File: src/rtl/upd7800_clkgen.sv
// upd7800_clkgen: two-phase CPU state clock generator with WAIT stretch, CE pause and RESETB sequencing
module upd7800_clkgen #(
  parameter int DIV        = 4,
  parameter int RES_STATES = 16
) (
  input  logic        CLK,
  input  logic        RESET,
  input  logic        CE,
  input  logic        WAIT,
  input  logic        EXT_RESB,
  output logic        CP1_POSEDGE,
  output logic        CP1_NEGEDGE,
  output logic        CP2_POSEDGE,
  output logic        CP2_NEGEDGE,
  output logic        CP1,
  output logic        CP2,
  output logic        RESETB,
  output logic [15:0] STATE_CNT
);
  localparam int PW = $clog2(DIV);
  localparam logic [PW-1:0] P_Q    = PW'(DIV / 4);
  localparam logic [PW-1:0] P_2Q   = PW'(DIV / 2);
  localparam logic [PW-1:0] P_3Q   = PW'(3 * DIV / 4);
  localparam logic [PW-1:0] P_LAST = PW'(DIV - 1);
  localparam logic [7:0]    P_RES  = 8'(RES_STATES);
  logic [PW-1:0] r_ph;
  logic [7:0]    r_rcnt;
  logic [1:0]    r_sync;
  logic [15:0]   r_state_cnt;
  logic          r_p1p, r_p1n, r_p2p, r_p2n, r_cp1, r_cp2, r_resetb;
  logic          w_p1p, w_p1n, w_p2p, w_p2n, w_hold;
  assign w_p1p  = CE && r_ph == '0;
  assign w_p1n  = CE && r_ph == P_Q;
  assign w_p2p  = CE && r_ph == P_2Q;
  assign w_hold = CE && r_ph == P_3Q && WAIT;
  assign w_p2n  = CE && r_ph == P_3Q && !WAIT;
  // Reload on a CE edge with the synced request low wins over any pending RESETB rise
  always_ff @(posedge CLK) begin
    if (RESET) begin
      r_ph        <= '0;
      {r_p1p, r_p1n, r_p2p, r_p2n} <= '0;
      r_cp1       <= 1'b0;
      r_cp2       <= 1'b0;
      r_resetb    <= 1'b0;
      r_rcnt      <= P_RES;
      r_state_cnt <= '0;
      r_sync      <= 2'b11;
    end else begin
      r_sync <= {r_sync[0], EXT_RESB};
      {r_p1p, r_p1n, r_p2p, r_p2n} <= {w_p1p, w_p1n, w_p2p, w_p2n};
      if (CE && !w_hold) r_ph <= r_ph == P_LAST ? '0 : r_ph + 1'b1;
      r_cp1       <= w_p1p | (r_cp1 & ~w_p1n);
      r_cp2       <= w_p2p | (r_cp2 & ~w_p2n);
      r_state_cnt <= r_state_cnt + 16'(w_p2n);
      if (CE && !r_sync[1]) begin
        r_rcnt   <= P_RES;
        r_resetb <= 1'b0;
      end else begin
        if (w_p2n && r_rcnt != 8'd0) r_rcnt <= r_rcnt - 8'd1;
        if (w_p1p && r_rcnt == 8'd0) r_resetb <= 1'b1;
      end
    end
  end
  assign CP1_POSEDGE = r_p1p;
  assign CP1_NEGEDGE = r_p1n;
  assign CP2_POSEDGE = r_p2p;
  assign CP2_NEGEDGE = r_p2n;
  assign CP1         = r_cp1;
  assign CP2         = r_cp2;
  assign RESETB      = r_resetb;
  assign STATE_CNT   = r_state_cnt;
endmodule

File: config.mk
export PLATFORM = sky130hd
export DESIGN_NAME = upd7800_clkgen
export DESIGN_NICKNAME = d
export VERILOG_FILES = /design/src/rtl/upd7800_clkgen.sv
export SDC_FILE = /design/constraint.sdc
export NUM_CORES = 1
export LEC_CHECK = 0
export ABC_CLOCK_PERIOD_IN_PS = 6100
export BUFFER_PORTS_ARGS = -buffer_cell sky130_fd_sc_hd__clkbuf_2
export CAP_MARGIN = 10
export CELL_PAD_IN_SITES_DETAIL_PLACEMENT = 1
export CELL_PAD_IN_SITES_GLOBAL_PLACEMENT = 1
export CORE_ASPECT_RATIO = 1.5
export CORE_MARGIN = 2
export CORE_UTILIZATION = 40
export CTS_CLUSTER_DIAMETER = 40
export DETAILED_ROUTE_END_ITERATION = 16
export PLACE_DENSITY_LB_ADDON = 0.1
export SKIP_LAST_GASP = 1
export SYNTH_ARGS = -nofsm -noshare
export SYNTH_HDL_FRONTEND = slang
export SYNTH_SLANG_ARGS = --single-unit
export TNS_END_PERCENT = 5
File: constraint.sdc
create_clock -name CLK -period 6.1 [get_ports CLK]
set_clock_uncertainty 0.05 [all_clocks]
set_input_delay 1.22 -clock CLK [delete_from_list [all_inputs] [get_ports CLK]]
set_output_delay 1.22 -clock CLK [all_outputs]
set_load 0.02 [all_outputs]
Word level (Yosys, flattened, before mapping)

Cells that the tools add are included.
W data, S select, Z words.

Input port bits: 5
Logic and storage cells: 41
Flip-flop bits (word level): 35

Reductions and logical operators: 17
Add/sub/neg operators: 3
Equal/unequal tests: 3
Bitwise logic cells: 6
Multiplexer cells: 1

Operator list:

| cell                  | count |
|---|---|
| $add A16 B1 Y16       | 1 |
| $logic_and A1 B1 Y1   | 10 |
| $logic_not A8 Y1      | 1 |
| $reduce_bool A8 Y1    | 1 |
| $sub A8 B1 Y8 const B | 1 |
| $eq A2 B2 Y1 const B  | 2 |
| $logic_not A1 Y1      | 3 |
| $add A2 B1 Y2 const B | 1 |
| $and A1 B1 Y1         | 2 |
| $eq A2 B1 Y1 const B  | 1 |
| $logic_not A2 Y1      | 1 |
| $mux W2               | 1 |
| $not A1 Y1            | 2 |
| $or A1 B1 Y1          | 2 |
| $reduce_or A2 Y1      | 1 |

Logic depth before layout (Yosys ltp)

Gate-level depths: netlist (run 1).

Word-level depth: 6
Mapped depth: 8
Mapped depth without buffers: 8

Least setup slack after synthesis (run 1)

OpenSTA, ideal clock, no wires.

Path type: input -> register
Start point: input WAIT
End point: register r_state_cnt[14], in the netlist STATE_CNT[14]
Data arrival time: 2.650 ns
Buffers on the path: 0
Setup slack: 3.280 ns
Cell stages on the path: 7
Path through: nand3b_1 inv_1 ha_1 ha_1 nand2_1 nor4_1 mux2_2

Longest elaborated chain between the ends: 3

RTL lines:

| what                 | RTL line | source |
|---|---|---|
| from (decl)          | 9        | `input logic WAIT,` |
| $logic_not A1 Y1     | 36       | `assign w_p2n = CE && r_ph == P_3Q && !WAIT;` |
| $logic_and A1 B1 Y1  | 36       |  |
| named net w_p2n      | 31       | `logic w_p1p, w_p1n, w_p2p, w_p2n, w_hold;` |
| $add A16 B1 Y16      | 54       | `r_state_cnt <= r_state_cnt + 16'(w_p2n);` |
| to (signal assigned) | 54       |  |
| to (decl)            | 29       | `logic [15:0] r_state_cnt;` |

The timed path passes the listed nets, and every way through them passes these cells.
A chain may end at the register's enable or synchronous reset.

Worst setup path in the final report (run 1)

Start point: input CE
End point: register r_state_cnt[14], in the netlist STATE_CNT[14]

Longest elaborated chain between the ends: 3

RTL lines:

| what                             | RTL line | source |
|---|---|---|
| from (decl)                      | 8        | `input logic CE,` |
| $logic_and A1 B1 Y1 (2 in a row) | 36       |  |
| named net w_p2n                  | 31       |  |
| $add A16 B1 Y16                  | 54       |  |

The timed path passes the listed nets, and every way through them passes these cells.

==> impl_metrics.csv, run 1 <==
group,metric,value,unit
cells_and_area,nets,222,
power,peakVddDrop,0.000154,V
clocking,cts_tree,"built",
clocking,cts_buffers,5,
sta,grt_setup_unrepaired,"false",
global_routing,overflow,0,
global_routing,grt_use_total,0.186,
global_routing,grt_pass1_vias,1509,
sta,maxSlewViolCount,0,
outcome,status,"complete, no violations",
floorplanning,die_area,4700,sq um
power,p_leak,0.776,nW
clocking,clkLatencyLatePin,0.29,ns
global_routing,grt_pass1_wl,7000,um
placed_design,gp_congestion,0.799,
route,ant_nets,0,
placed_design,port_buffers,27,
yosys,synth-main-ff-cell,"dfxtp_1",
yosys,synthArstFlopShare,0,
hold_path,hp-class,"flop to flop",
route,vias,1476,
yosys,syn_inst,180,
floorplanning,pin_count,28,
sta,min_period,2.99,ns
clocking,cts.sinks,35,
placed_design,dpl_cell_area,1830,sq um
critical_path,end_kind,"flop",
cells_and_area,syn2layout_area_growth,16.3,%
yosys,synth_cell_types,42,
critical_path,timing.rr.end,"STATE_CNT[14]$_SDFF_PP0_",
yosys,ys_ff_latch,35,
hold_path,min_to,"r_sync[1]$_SDFF_PP1_",
yosys,yosysSeqAreaShare,0.421,
clocking,hold_buffers,0,
clocking,htree_levels,2,
cells_and_area,final_area,1940,sq um
hold_path,hold_start,"r_sync[0]$_SDFF_PP1_",
critical_path,r2r_start,"r_ph[0]$_SDFFE_PP0P_",
critical_path,cp.required,6.22,ns
route,viasPerCell,5.81,
critical_path,start_kind,"primary input",
route,wl_per_cell,16.2,um
critical_path,worst-r2r-setup-slack,3.61,ns
floorplanning,placementRows,28,
placed_design,hpwlAfterDp,3030,um
clocking,cts.path.max_buffers,2,
route,drc,0,
critical_path,r2r_cells,8,
critical_path,crit_fanout,15,
floorplanning,start_util,0.420,
sta,fin_tns_setup,0,ns
sta,tightest_slew,1.02,ns
critical_path,worstPathArrival,3.11,ns
clocking,cts_resized,0,
floorplanning,dieWidth,56.7,um
power,power,0.451,mW
sta,fmax,335,MHz
hold_path,hold_path_depth,1,
global_routing,grt_max_degree,34,
clocking,cts_root_buf,"clkbuf_8",
cells_and_area,fillers,483,
cells_and_area,final_util,0.489,
floorplanning,coreArea,3960,sq um
cells_and_area,num_antenna_cells,0,
critical_path,path_class,"primary input to flop",
route,drtPass1Iterations,4,
route,drt_iter0_markers,38,
cells_and_area,drive_above_1_share,0.239,
sta,final.period_utilization,0.490,
yosys,post-synth-top-area-cell,"dfxtp_1",
yosys,synth_top_area_share,0.421,
yosys,synth-edff-count,0,
clocking,cts_setup_buffers,0,
job,cap_violations,0,
yosys,synth.area.top_cells,"dfxtp_1 42%, ha_1 6.8%, a21oi_1 4.2%, nor2_1 3.4%, mux2i_1 3.0%",
yosys,yosysWarnings,0,
floorplanning,die_h,83.0,um
sta,maxSlewHeadroom,0.319,
yosys,syn-num-nets,194,
sta,setup_viol,0,
global_routing,antenna_found_initial,0,
yosys,syn_area_per_cell,9.24,sq um
clocking,clkTransAtPathRegs,0.07,ns
yosys,synth_area,1660,sq um
sta,hold_viol,0,
power,powerDensity,233,nW/um^2
route,wirelength,4130,um
==> cell families (layout without fill, tap and decap cells) <==
kind of cell,after synthesis,count (layout),synth area share
fa+ha+maj,9,9,0.0677
simple gates,66,66,0.232
flops,35,35,0.421
mux,9,9,0.0571
xor+xnor,3,3,0.0158
compound gates,41,41,0.168
buf+inv,17,46,0.0391
==> flip-flops by register name (all words and copies together) (netlist names), 2 cells and up <==
name	cells
STATE_CNT	16
r_rcnt	8
r_ph	2
r_sync	2
==> worst max-delay path by stage <==
stage               startpoint                  endpoint  slack, ns  cells after the start
finish                      CE  STATE_CNT[14]$_SDFF_PP0_       3.11                      8
global route                CE  STATE_CNT[14]$_SDFF_PP0_       2.86                      8
CTS                         CE  STATE_CNT[14]$_SDFF_PP0_       3.07                      8
detailed placement          CE  STATE_CNT[14]$_SDFF_PP0_       2.78                      8
global placement            CE  STATE_CNT[12]$_SDFF_PP0_       2.92                      8
floorplan                 WAIT  STATE_CNT[14]$_SDFF_PP0_       3.28                      7
==> final cells by class <==
type                    count  area, sq um  share of cell area
multi-input cells         128          898               0.464
clock buffers               7         96.3              0.0498
flip-flops and latches     35          701               0.362
well taps                  45         56.3              0.0291
clock inverters             1         7.51             0.00388
repair buffers             27          135              0.0698
inverters                  11         41.3              0.0213
==> cell usage in the layout (no fill, tap or decap), types with 6 or more instances in the layout <==
| cell | count |
|---|---|
| a21oi_1 | 14 |
| clkbuf_2 | 27 |
| clkbuf_8 | 7 |
| dfxtp_1 | 35 |
| ha_1 | 9 |
| inv_1 | 10 |
| nand2_1 | 9 |
| nand3_1 | 7 |
| nor2_1 | 15 |
| nor2b_1 | 6 |
==> metal layers <==
layer | wire [um] | vias up | track usage
met2 | 2250 | 26 | 0.338
met5 | 0 | - | 0
met4 | 127 | 0 | 0.0952
met3 | 146 | 13 | 0.0389
li1 | - | 718 | -
met1 | 1600 | 719 | 0.195
==> synth_stat cells, types with 4 or more instances <==
library cell and instances:
dfxtp_1 35, nor2_1 15, a21oi_1 14, inv_1 10, ha_1 9, nand2_1 9
nand3_1 7, nor2b_1 6, mux2i_1 5, nor4_1 5, o211ai_1 5, o31ai_1 5
mux2_2 4, nand4_1 4, o21ai_0 4, or4_1 4
==> worst max-delay path, stage by stage <==
cell	delay, ns
clkbuf_2	0.24
nand3b_1	0.20
inv_1	0.13
ha_1	0.19
ha_1	0.21
nand2_1	0.17
nor4_1	0.38
mux2_2	0.37
==> metrics by stage <==
| step | worst slack (ns) | instances | hold slack, ns |
|---|---|---|---|
| final | 3.11 | 254 | 0.370 |
| after global routing | 2.86 | 254 | 0.383 |
| after CTS | 3.07 | 254 | 0.374 |
| after detailed placement | 2.78 | 246 | 0.346 |
| after global placement | 2.92 | 246 | 0.340 |
| after floorplan | 3.28 | 180 | 0.339 |
==> power breakdown <==
group	internal [mW]	leakage (nW)	switching [mW]	total (mW)
Clock	0.103	0.0505	0.0874	0.190
Combinational	0.00887	0.442	0.0166	0.0255
Sequential	0.232	0.283	0.00301	0.235
Note: power is estimated with default switching activity, not from simulation.
==> run 2: changes to the inputs <==
- ABC_CLOCK_PERIOD_IN_PS: 6100 -> 2500
- CORE_UTILIZATION: 40 -> 38
- clock period: 6.1 -> 2.5 ns (I/O delays scaled with it)
==> impl_metrics.csv, run 2 (synthesis results as in run 1) <==
group,metric,value,unit
global_routing,grt_pass1_vias,1504,
sta,setup_viol,0,
route,vias,1479,
sta,final.period_utilization,0.901,
clocking,clkLatencyLatePin,0.29,ns
critical_path,crit_fanout,8,
route,drc,0,
power,peakVddDrop,0.000398,V
global_routing,grt_use_total,0.182,
sta,maxSlewViolCount,0,
cells_and_area,fillers,507,
outcome,status,"complete, no violations",
job,cap_violations,0,
sta,fin_worst_hold_slack,0.346,ns
route,ant_nets,0,
sta,min_period,2.25,ns
sta,tightest_slew,0.690,ns
route,top_layer,"met4",
clocking,htree_levels,2,
critical_path,worstPathArrival,2.38,ns
cells_and_area,final_cells,260,
sta,maxSlewHeadroom,0.533,
critical_path,cp.required,2.63,ns
cells_and_area,num_antenna_cells,0,
cells_and_area,layout_common_cells,"35 x dfxtp_1, 27 x clkbuf_2, 15 x nor2_1, 14 x a21oi_1, 10 x inv_1",
clocking,cts.path.max_buffers,2,
floorplanning,pin_count,28,
cells_and_area,largest_reg_flops,16,
placed_design,dpl_worst_slack,0.133,ns
placed_design,gp_congestion,0.826,
cells_and_area,final_common_cell,"dfxtp_1",
placed_design,port_buffers,27,
floorplanning,dieWidth,58.0,um
route,wirelength,4060,um
sta,grt_setup_unrepaired,"false",
critical_path,start_kind,"flop",
route,wl_met2,2200,um
floorplanning,coreArea,4210,sq um
route,wl_per_cell,15.6,um
clocking,cts_root_buf,"clkbuf_8",
clocking,cts_setup_buffers,0,
clocking,cts_buffers,5,
clocking,cts_tree,"built",
sta,final.setup.worst_slack,0.247,ns
floorplanning,placementRows,29,
cells_and_area,syn2layout_area_growth,20.2,%
sta,fin_tns_setup,0,ns
clocking,cts.sinks,35,
global_routing,grt_pass1_wl,6940,um
critical_path,path_class,"flop to flop",
power,powerDensity,579,nW/um^2
placed_design,dpl_cell_area,1870,sq um
placed_design,hpwlAfterDp,3050,um
clocking,clkTransAtPathRegs,0.08,ns
placed_design,dp_cells,252,
sta,fmax,444,MHz
power,p_leak,0.805,nW
power,power,1.16,mW
clocking,hold_buffers,0,
hold_path,hp-class,"primary input to flop",
global_routing,grt_max_degree,33,
cells_and_area,nets,227,
route,drtPass1Iterations,4,
cells_and_area,final_area,2000,sq um
route,viasPerCell,5.69,
route,drt_iter0_markers,41,
cells_and_area,final_util,0.475,
floorplanning,start_util,0.395,
sta,hold_viol,0,
cells_and_area,drive_above_1_share,0.276,
route,wl_met3,112,um
floorplanning,die_h,85.1,um
global_routing,overflow,0,
route,wl_met1,1650,um
global_routing,antenna_found_initial,0,
critical_path,end_kind,"flop",
floorplanning,die_area,4940,sq um
==> run 2: cell types whose count changed in the layout (fill, tap and decap cells not counted), sizes merged <==
cell,before,now
buf,0,5
clkbuf,34,32
clkinv,1,3
bufinv,0,1
clkinvlp,1,0
==> run 2: worst paths after layout <==
check                           cells after the start                  from  slack (ns)                  endpoint
worst min register to register                      1  r_sync[0]$_SDFF_PP1_        0.37      r_sync[1]$_SDFF_PP1_
worst min-delay path                                2              EXT_RESB        0.35      r_sync[0]$_SDFF_PP1_
worst max register to register                      8  r_ph[0]$_SDFFE_PP0P_        0.25  STATE_CNT[14]$_SDFF_PP0_
worst max-delay path                                8  r_ph[0]$_SDFFE_PP0P_        0.25  STATE_CNT[14]$_SDFF_PP0_
==> run 2: repair_timing <==
| item | CTS | global route |
|---|---|---|
| hold endpoints to repair | 0 | 0 |
| gates resized for setup | 0 | 4 |
| setup endpoints to repair | 0 | 2 |
==> run 2: final cells by class <==
type | instances | area [sq um] | area share
flip-flops and latches | 35 | 701 | 0.350
well taps | 46 | 57.6 | 0.0288
repair buffers | 32 | 173 | 0.0863
inverters | 11 | 41.3 | 0.0206
clock inverters | 3 | 43.8 | 0.0219
multi-input cells | 128 | 916 | 0.458
clock buffers | 5 | 68.8 | 0.0344
==> run 2: power breakdown <==
group | internal, mW | leakage (nW) | total, mW | switching [mW]
sequential | 0.566 | 0.283 | 0.573 | 0.00731
combinational | 0.0242 | 0.463 | 0.0654 | 0.0411
clock | 0.297 | 0.0581 | 0.520 | 0.223
total | 0.887 | 0.805 | 1.16 | 0.272
==> run 2: worst max-delay path, cell delays in order, from the launching register on <==
cell,delay (ns)
dfxtp_1,0.42
ha_2,0.26
nand3b_1,0.12
inv_1,0.09
ha_1,0.17
ha_1,0.23
nand2_2,0.14
nor4_2,0.30
mux2_2,0.36
==> run 2: per-layer routing <==
metal / global-route usage / vias up
met2: 0.344 / 26
met4: 0.0719 / 0
met5: 0 / -
li1: - / 724
met3: 0.0366 / 10
met1: 0.190 / 719
